$ cat src/rtl/noc_inj_pkg.sv
// Shared definitions for the NoC flit injector: flit type encoding, header
// field positions and the flit builder functions used by the injector.
package noc_inj_pkg;

    localparam int NOC_WIDTH     = 32;
    localparam int NOC_COORD_W   = 3;
    localparam int NOC_LEN_W     = 8;
    localparam int NOC_PAYLOAD_W = NOC_WIDTH - 2;

    // Flit type sits in the two MSBs. Below it, 2*COORD_W bits are left
    // reserved (zero), then X, then Y. The length/count field is at the bottom.
    localparam int TYPE_LSB = NOC_WIDTH - 2;
    localparam int X_LSB    = TYPE_LSB - 3 * NOC_COORD_W;
    localparam int Y_LSB    = X_LSB - NOC_COORD_W;
    localparam int LEN_LSB  = 0;

    typedef enum logic [1:0] {
        FLIT_BODY = 2'b00,
        FLIT_TAIL = 2'b01,
        FLIT_HEAD = 2'b10
    } flit_type_e;

    typedef enum logic [1:0] {
        ST_IDLE = 2'd0,
        ST_HEAD = 2'd1,
        ST_BODY = 2'd2,
        ST_TAIL = 2'd3
    } inj_state_e;

    // HEAD and TAIL share one layout: coordinates plus a length/count field.
    function automatic logic [NOC_WIDTH-1:0] make_route(
        input flit_type_e             t,
        input logic [NOC_COORD_W-1:0] x,
        input logic [NOC_COORD_W-1:0] y,
        input logic [NOC_LEN_W-1:0]   n
    );
        logic [NOC_WIDTH-1:0] f;
        f = '0;
        f[TYPE_LSB +: 2]          = t;
        f[X_LSB +: NOC_COORD_W]   = x;
        f[Y_LSB +: NOC_COORD_W]   = y;
        f[LEN_LSB +: NOC_LEN_W]   = n;
        return f;
    endfunction

    function automatic logic [NOC_WIDTH-1:0] make_head(
        input logic [NOC_COORD_W-1:0] dst_x,
        input logic [NOC_COORD_W-1:0] dst_y,
        input logic [NOC_LEN_W-1:0]   len
    );
        return make_route(FLIT_HEAD, dst_x, dst_y, len);
    endfunction

    function automatic logic [NOC_WIDTH-1:0] make_body(
        input logic [NOC_PAYLOAD_W-1:0] payload
    );
        return {FLIT_BODY, payload};
    endfunction

    // The tail carries the source coordinates and the number of bodies sent.
    function automatic logic [NOC_WIDTH-1:0] make_tail(
        input logic [NOC_COORD_W-1:0] src_x,
        input logic [NOC_COORD_W-1:0] src_y,
        input logic [NOC_LEN_W-1:0]   sent
    );
        return make_route(FLIT_TAIL, src_x, src_y, sent);
    endfunction

endpackage

$ cat src/rtl/noc_credit_counter.sv
// Downstream credit tracker. Counts free slots in the receiving buffer,
// allows a send whenever at least one credit is held, and flags (sticky)
// any credit return that arrives while the counter is already full.
module noc_credit_counter #(
    parameter int CREDITS = 5
) (
    input  logic clk,
    input  logic rst,
    input  logic i_ret,
    input  logic i_sent,
    output logic o_send_en,
    output logic o_credit_err
);

    localparam int CNT_W = $clog2(CREDITS + 1);
    localparam logic [CNT_W-1:0] FULL = CNT_W'(CREDITS);

    logic [CNT_W-1:0] r_count;
    logic             r_err;

    // Credit count: return and send in the same cycle cancel out; an
    // overflowing return saturates and latches the error flag.
    always_ff @(posedge clk or negedge rst) begin
        if (!rst) begin
            r_count <= FULL;
            r_err   <= 1'b0;
        end else if (i_ret && !i_sent) begin
            if (r_count == FULL) begin
                r_err <= 1'b1;
            end else begin
                r_count <= r_count + 1'b1;
            end
        end else if (i_sent && !i_ret) begin
            r_count <= r_count - 1'b1;
        end
    end

    assign o_send_en    = (r_count != '0);
    assign o_credit_err = r_err;

endmodule

$ cat src/rtl/noc_flit_injector.sv
// Packet source for a router local port. Accepts one request at a time and
// emits HEAD, len BODY flits and TAIL on a void/stop link, one flit per cycle
// whenever a downstream credit is held.
// Optional build macro INJ_STATS_EN adds pkt_count / stall_count outputs.
module noc_flit_injector
    import noc_inj_pkg::*;
#(
    parameter int WIDTH   = NOC_WIDTH,
    parameter int CREDITS = 5,
    parameter int COORD_W = NOC_COORD_W,
    parameter int LEN_W   = NOC_LEN_W
) (
    input  logic               clk,
    input  logic               rst,
    input  logic [COORD_W-1:0] local_x,
    input  logic [COORD_W-1:0] local_y,
    input  logic               req_valid,
    output logic               req_ready,
    input  logic [COORD_W-1:0] req_dst_x,
    input  logic [COORD_W-1:0] req_dst_y,
    input  logic [LEN_W-1:0]   req_len,
    input  logic [WIDTH-3:0]   req_seed,
    output logic [WIDTH-1:0]   data_out,
    output logic               data_void_out,
    input  logic               stop_in,
    output logic               busy,
    output logic               credit_err
`ifdef INJ_STATS_EN
    ,
    output logic [31:0]        pkt_count,
    output logic [31:0]        stall_count
`endif
);

    inj_state_e         r_state;
    inj_state_e         w_state_next;
    logic [COORD_W-1:0] r_dst_x;
    logic [COORD_W-1:0] r_dst_y;
    logic [LEN_W-1:0]   r_len;
    logic [WIDTH-3:0]   r_seed;
    logic [LEN_W-1:0]   r_body_cnt;
    logic [WIDTH-1:0]   r_last;
    logic               r_run;

    logic               w_send_en;
    logic               w_sending;
    logic               w_ready;
    logic               w_accept;
    logic               w_credit_ret;
    logic [WIDTH-1:0]   w_flit;

    assign w_credit_ret = ~stop_in;

    noc_credit_counter #(
        .CREDITS (CREDITS)
    ) u_credit (
        .clk          (clk),
        .rst          (rst),
        .i_ret        (w_credit_ret),
        .i_sent       (w_sending),
        .o_send_en    (w_send_en),
        .o_credit_err (credit_err)
    );

    // r_run keeps req_ready low while reset is held and for the first cycle after release.
    assign w_ready   = r_run && (r_state == ST_IDLE);
    assign w_accept  = req_valid && w_ready;
    assign w_sending = (r_state != ST_IDLE) && w_send_en;

    assign req_ready     = w_ready;
    assign busy          = (r_state != ST_IDLE);
    assign data_void_out = ~w_sending;
    assign data_out      = w_sending ? w_flit : r_last;

    // State register.
    always_ff @(posedge clk or negedge rst) begin
        if (!rst) begin
            r_state <= ST_IDLE;
        end else begin
            r_state <= w_state_next;
        end
    end

    // Next state and the flit for the current state; states only advance on a sending cycle.
    always_comb begin
        w_state_next = r_state;
        w_flit       = '0;
        case (r_state)
            ST_IDLE: begin
                if (w_accept) begin
                    w_state_next = ST_HEAD;
                end
            end
            ST_HEAD: begin
                w_flit = make_head(r_dst_x, r_dst_y, r_len);
                if (w_send_en) begin
                    w_state_next = (r_len == '0) ? ST_TAIL : ST_BODY;
                end
            end
            ST_BODY: begin
                w_flit = make_body(r_seed + (WIDTH-2)'(r_body_cnt));
                if (w_send_en && (r_body_cnt == r_len - 1'b1)) begin
                    w_state_next = ST_TAIL;
                end
            end
            ST_TAIL: begin
                w_flit = make_tail(local_x, local_y, r_body_cnt);
                if (w_send_en) begin
                    w_state_next = ST_IDLE;
                end
            end
            default: w_state_next = ST_IDLE;
        endcase
    end

    // Request capture, body counter and the held copy of the last driven flit.
    always_ff @(posedge clk or negedge rst) begin
        if (!rst) begin
            r_dst_x    <= '0;
            r_dst_y    <= '0;
            r_len      <= '0;
            r_seed     <= '0;
            r_body_cnt <= '0;
            r_last     <= '0;
            r_run      <= 1'b0;
        end else begin
            r_run <= 1'b1;
            if (w_accept) begin
                r_dst_x    <= req_dst_x;
                r_dst_y    <= req_dst_y;
                r_len      <= req_len;
                r_seed     <= req_seed;
                r_body_cnt <= '0;
            end
            if (w_sending) begin
                r_last <= w_flit;
                if (r_state == ST_BODY) begin
                    r_body_cnt <= r_body_cnt + 1'b1;
                end
            end
        end
    end

`ifdef INJ_STATS_EN
    logic [31:0] r_pkt_count;
    logic [31:0] r_stall_count;

    // Packet and stall statistics; both counters wrap.
    always_ff @(posedge clk or negedge rst) begin
        if (!rst) begin
            r_pkt_count   <= '0;
            r_stall_count <= '0;
        end else begin
            if (w_sending && (r_state == ST_TAIL)) begin
                r_pkt_count <= r_pkt_count + 32'd1;
            end
            if (busy && !w_send_en) begin
                r_stall_count <= r_stall_count + 32'd1;
            end
        end
    end

    assign pkt_count   = r_pkt_count;
    assign stall_count = r_stall_count;
`else
    // Statistics disabled: no counters and no extra ports.
`endif

endmodule

$ cat config.mk
export PLATFORM = sky130hd
export DESIGN_NAME = noc_flit_injector
export DESIGN_NICKNAME = d
export VERILOG_FILES = /design/src/rtl/noc_inj_pkg.sv /design/src/rtl/noc_credit_counter.sv /design/src/rtl/noc_flit_injector.sv
export SDC_FILE = /design/constraint.sdc
export NUM_CORES = 1
export LEC_CHECK = 0
export CORE_MARGIN = 8
export CORE_UTILIZATION = 30
export DETAILED_ROUTE_END_ITERATION = 10
export SYNTH_ARGS = -nofsm -noshare
export SYNTH_HDL_FRONTEND = slang
export SYNTH_SLANG_ARGS = --single-unit
$ cat constraint.sdc
create_clock -name clk -period 2.4 [get_ports clk]
set_clock_uncertainty 0.15 [all_clocks]
set_input_delay 0.36 -clock clk [delete_from_list [all_inputs] [get_ports clk]]
set_output_delay 0.36 -clock clk [all_outputs]
set_load 0.01 [all_outputs]
==> run metrics, run 1 <==
Synth cell types=58; port buffer count=89; Power Density=1501 nW/um^2; total clock sinks=91; R2R setup slack=-0.60 ns; Sum Neg Setup Slack=-16.59 ns; Core ar.=16410 sq um; final wirelength=15170 um; Via Count=4428; Die Width=144.6 um; Synth area leaders=dfrtp_1 (45%), mux2_2 (10%), o21ai_0 (4.8%), xnor2_1 (4.6%), ha_1 (4.0%); Largest stage delay, worst path=0.42 ns; Boundary Pins=90; Post-synth EDFFs=0; Area Overhead vs Synth=56.22%; largest net degree at the start of global routing=54; fin crit share=131.1%; Cells after Synth=480; Initial Util=30.26%; DRT antenna net count=0; Fmax=317.8 MHz; GRT Total Usage=14.81%; status=finished, violations left; DP Cell Count=865; ratio of cells with drive above 1 in the final layout=44.30%; Top FF cell, synth=dfrtp_1; ys async rst share=100.0%; Required @ worst endpoint=1.89 ns; non-filler instance count after layout=904; Initial DRC Count=220; YS warnings=0; worst vdd ir=0.0006188 V; vias in the first global route=4715; Via density=4.898; final hold vios=0; failing checks=negative setup slack; min Tclk post-route=3.146 ns; RSZ-0062 raised after global routing=true; DRC Markers=0; Worst-Margin Slew=0.5101 ns; Finish-stage setup viols=33; Yosys top cell area share=44.86%; initial antenna violation count=0; DRT Pass-1 Iters=5; H-tree depth=3; Avg Synthesized Cell Area=10.34 sq um; post-synth top area cell=dfrtp_1; site row count=47; clk root buf=clkbuf_16; DR WL/cell=16.78 um; Crit. Startpoint=r_seed[0]; HPWL reported at the end of detailed placement=10940 um; gpl congestion=0.8967; Worst R2R Start=r_seed[0]; CTS tree=built; Slew Limit Fails=0; Synth Register Bits=91; Mapped Area=4965 sq um; Rel. slew slack=65.99%; latest clock arrival within the worst-skew pair=0.35 ns; first-pass GRT wire length=24050 um; P_leak=3.422 nW; setup ws final=-0.7463 ns; max cap viols=0; Critical Path Start Type=flip-flop; Crit-path slowest cell=dfrtp_1; CP Cell Sequence=ha_4 -> fa_2 -> a211oi_2 -> o211ai_1 -> buf_4 -> nand3b_4 -> buf_8 -> nor3_2 -> xnor2_1 -> o21ai_2 -> buf_2; antenna cells=0; die area=20920 sq um; clock slew at reported path FFs=0.06 ns; Worst Hold Launch=r_last[16]; Max clock buf depth=2; Synthesized Nets=552; crit path capture type=output pin; grt total ovfl=0; critical path type=flip-flop to output pin; Die Y=144.6 um; Seq/Total Area, Yosys=45.92%; CP arrival=2.64 ns; dpl ws=-0.7594 ns; hold crit path type=flip-flop to flip-flop; nets@finish=752; TritonCTS buffer count=9; critical path peak fanout=7
[metal layers]
layer / vias to the layer above / track usage (%) / part of all wire (%)
met1: 2164 / 17.72 / 42
li1: 2132 / - / -
met3: 18 / 4.160 / 4.9
met4: 0 / 4.326 / 1.5
met5: - / 0 / 0
met2: 114 / 25.34 / 51
[placed cells by master (no fill, tap or decap), types with 16 or more instances in the layout]
master and n:
buf_4 103, dfrtp_1 87, clkdlybuf4s50_1 53, nand2_1 47, mux2_2 45, buf_2 30
o21ai_0 24, xnor2_1 21, buf_6 20, nor2_1 18, o21ai_2 16
[per-stage QoR]
step	utilization, %	total power, W	hold slack [ns]	area (sq um)
floorplan	-	0.006029	-0.08559	5079
global placement	42.17	0.009066	0.1931	6919
detailed placement	42.17	0.009196	0.2038	6919
CTS	45.85	0.01120	0.3192	7522
global route	47.27	0.01245	0.3462	7756
finish	47.27	0.01164	0.3120	7756
[path summary, 6_finish.rpt]
kind / cells after the start / end
min reg2reg: 2 / r_last[16]
min in group asynchronous: 2 / r_seed[3]
max in group asynchronous: 3 / r_seed[15]
max reg2reg: 14 / r_last[2]
min: 2 / r_last[16]
max: 11 / data_out[26]
[state kept, by name, indices dropped and copies added (netlist names)]
name	count
r_last	32
r_seed	30
r_body_cnt	8
r_len	8
r_dst_x	3
r_dst_y	3
u_credit.r_count	3
r_state	2
r_run	1
u_credit.o_credit_err	1
[what timing repair did]
| item | 4_1_cts | 5_1_grt |
|---|---|---|
| endpoints found under the setup margin | 38 | 53 |
| hold buffers | 1 | 0 |
| hold endpoints to repair | 32 | 0 |
| pin swaps | 54 | 52 |
| resized for setup | 199 | 38 |
| setup buffers | 18 | 15 |
[cell usage after synthesis, types with 9 or more instances]
library cell and instances:
mux2_2 46, nor3_1 10, dfrtp_1 89, clkbuf_1 14
a21oi_1 16, nand2_1 48, xnor2_1 26, a22oi_1 9
nand3_1 12, inv_1 11, ha_1 16, o21ai_0 48
xor2_1 12, nor2_1 23
[worst max-delay path: cells and delay by family, from the launching register on]
family / cells / cell delay [ns]
AO/OA/AOI/OAI: 3 / 0.59
XOR/XNOR: 1 / 0.13
adder cells (fa/ha/maj): 2 / 0.54
buffers and inverters: 3 / 0.47
flip-flops: 1 / 0.42
AND/OR/NAND/NOR: 2 / 0.14
[report_power, final]
group          internal, W  leakage [nW]  total (W)  switching, W
clock network     0.000912         0.146    0.00151      0.000599
logic              0.00376          2.14    0.00745       0.00369
registers          0.00227          1.13    0.00269      0.000419
total              0.00693          3.42     0.0116       0.00471
[logic make-up (layout without fill, tap and decap cells)]
family	count (synthesis)	in the layout	share of synthesized area [%]
xor+xnor	38	38	6.704
simple gates	132	132	13.86
fa+ha+maj	19	19	5.040
other cells	1	1	0.07553
mux	49	49	11.04
buf+inv	36	240	2.848
flops	91	91	45.92
compound gates	114	114	14.52
[final cells by class]
cell class / count / area [sq um]
Clock buffer: 11 / 232.7
Multi-Input combinational cell: 353 / 3065
Timing Repair Buffer: 213 / 1774
Fill cell: 1483 / 8651
Inverter: 12 / 50.05
Clock inverter: 4 / 76.32
Sequential cell: 91 / 2282
Tap cell: 220 / 275.3
(Power assumes the default switching activity.)
==> run 2: changes to the inputs <==
--- a/config.mk
+++ b/config.mk
@@ -8,6 +8,7 @@
 export CORE_MARGIN = 8
 export CORE_UTILIZATION = 30
 export DETAILED_ROUTE_END_ITERATION = 10
+export HOLD_SLACK_MARGIN = 0.02
 export SYNTH_ARGS = -nofsm -noshare
 export SYNTH_HDL_FRONTEND = slang
 export SYNTH_SLANG_ARGS = --single-unit
==> results of run 2 <==
The final DEF is identical to that of run 1; final timing and power are the same.
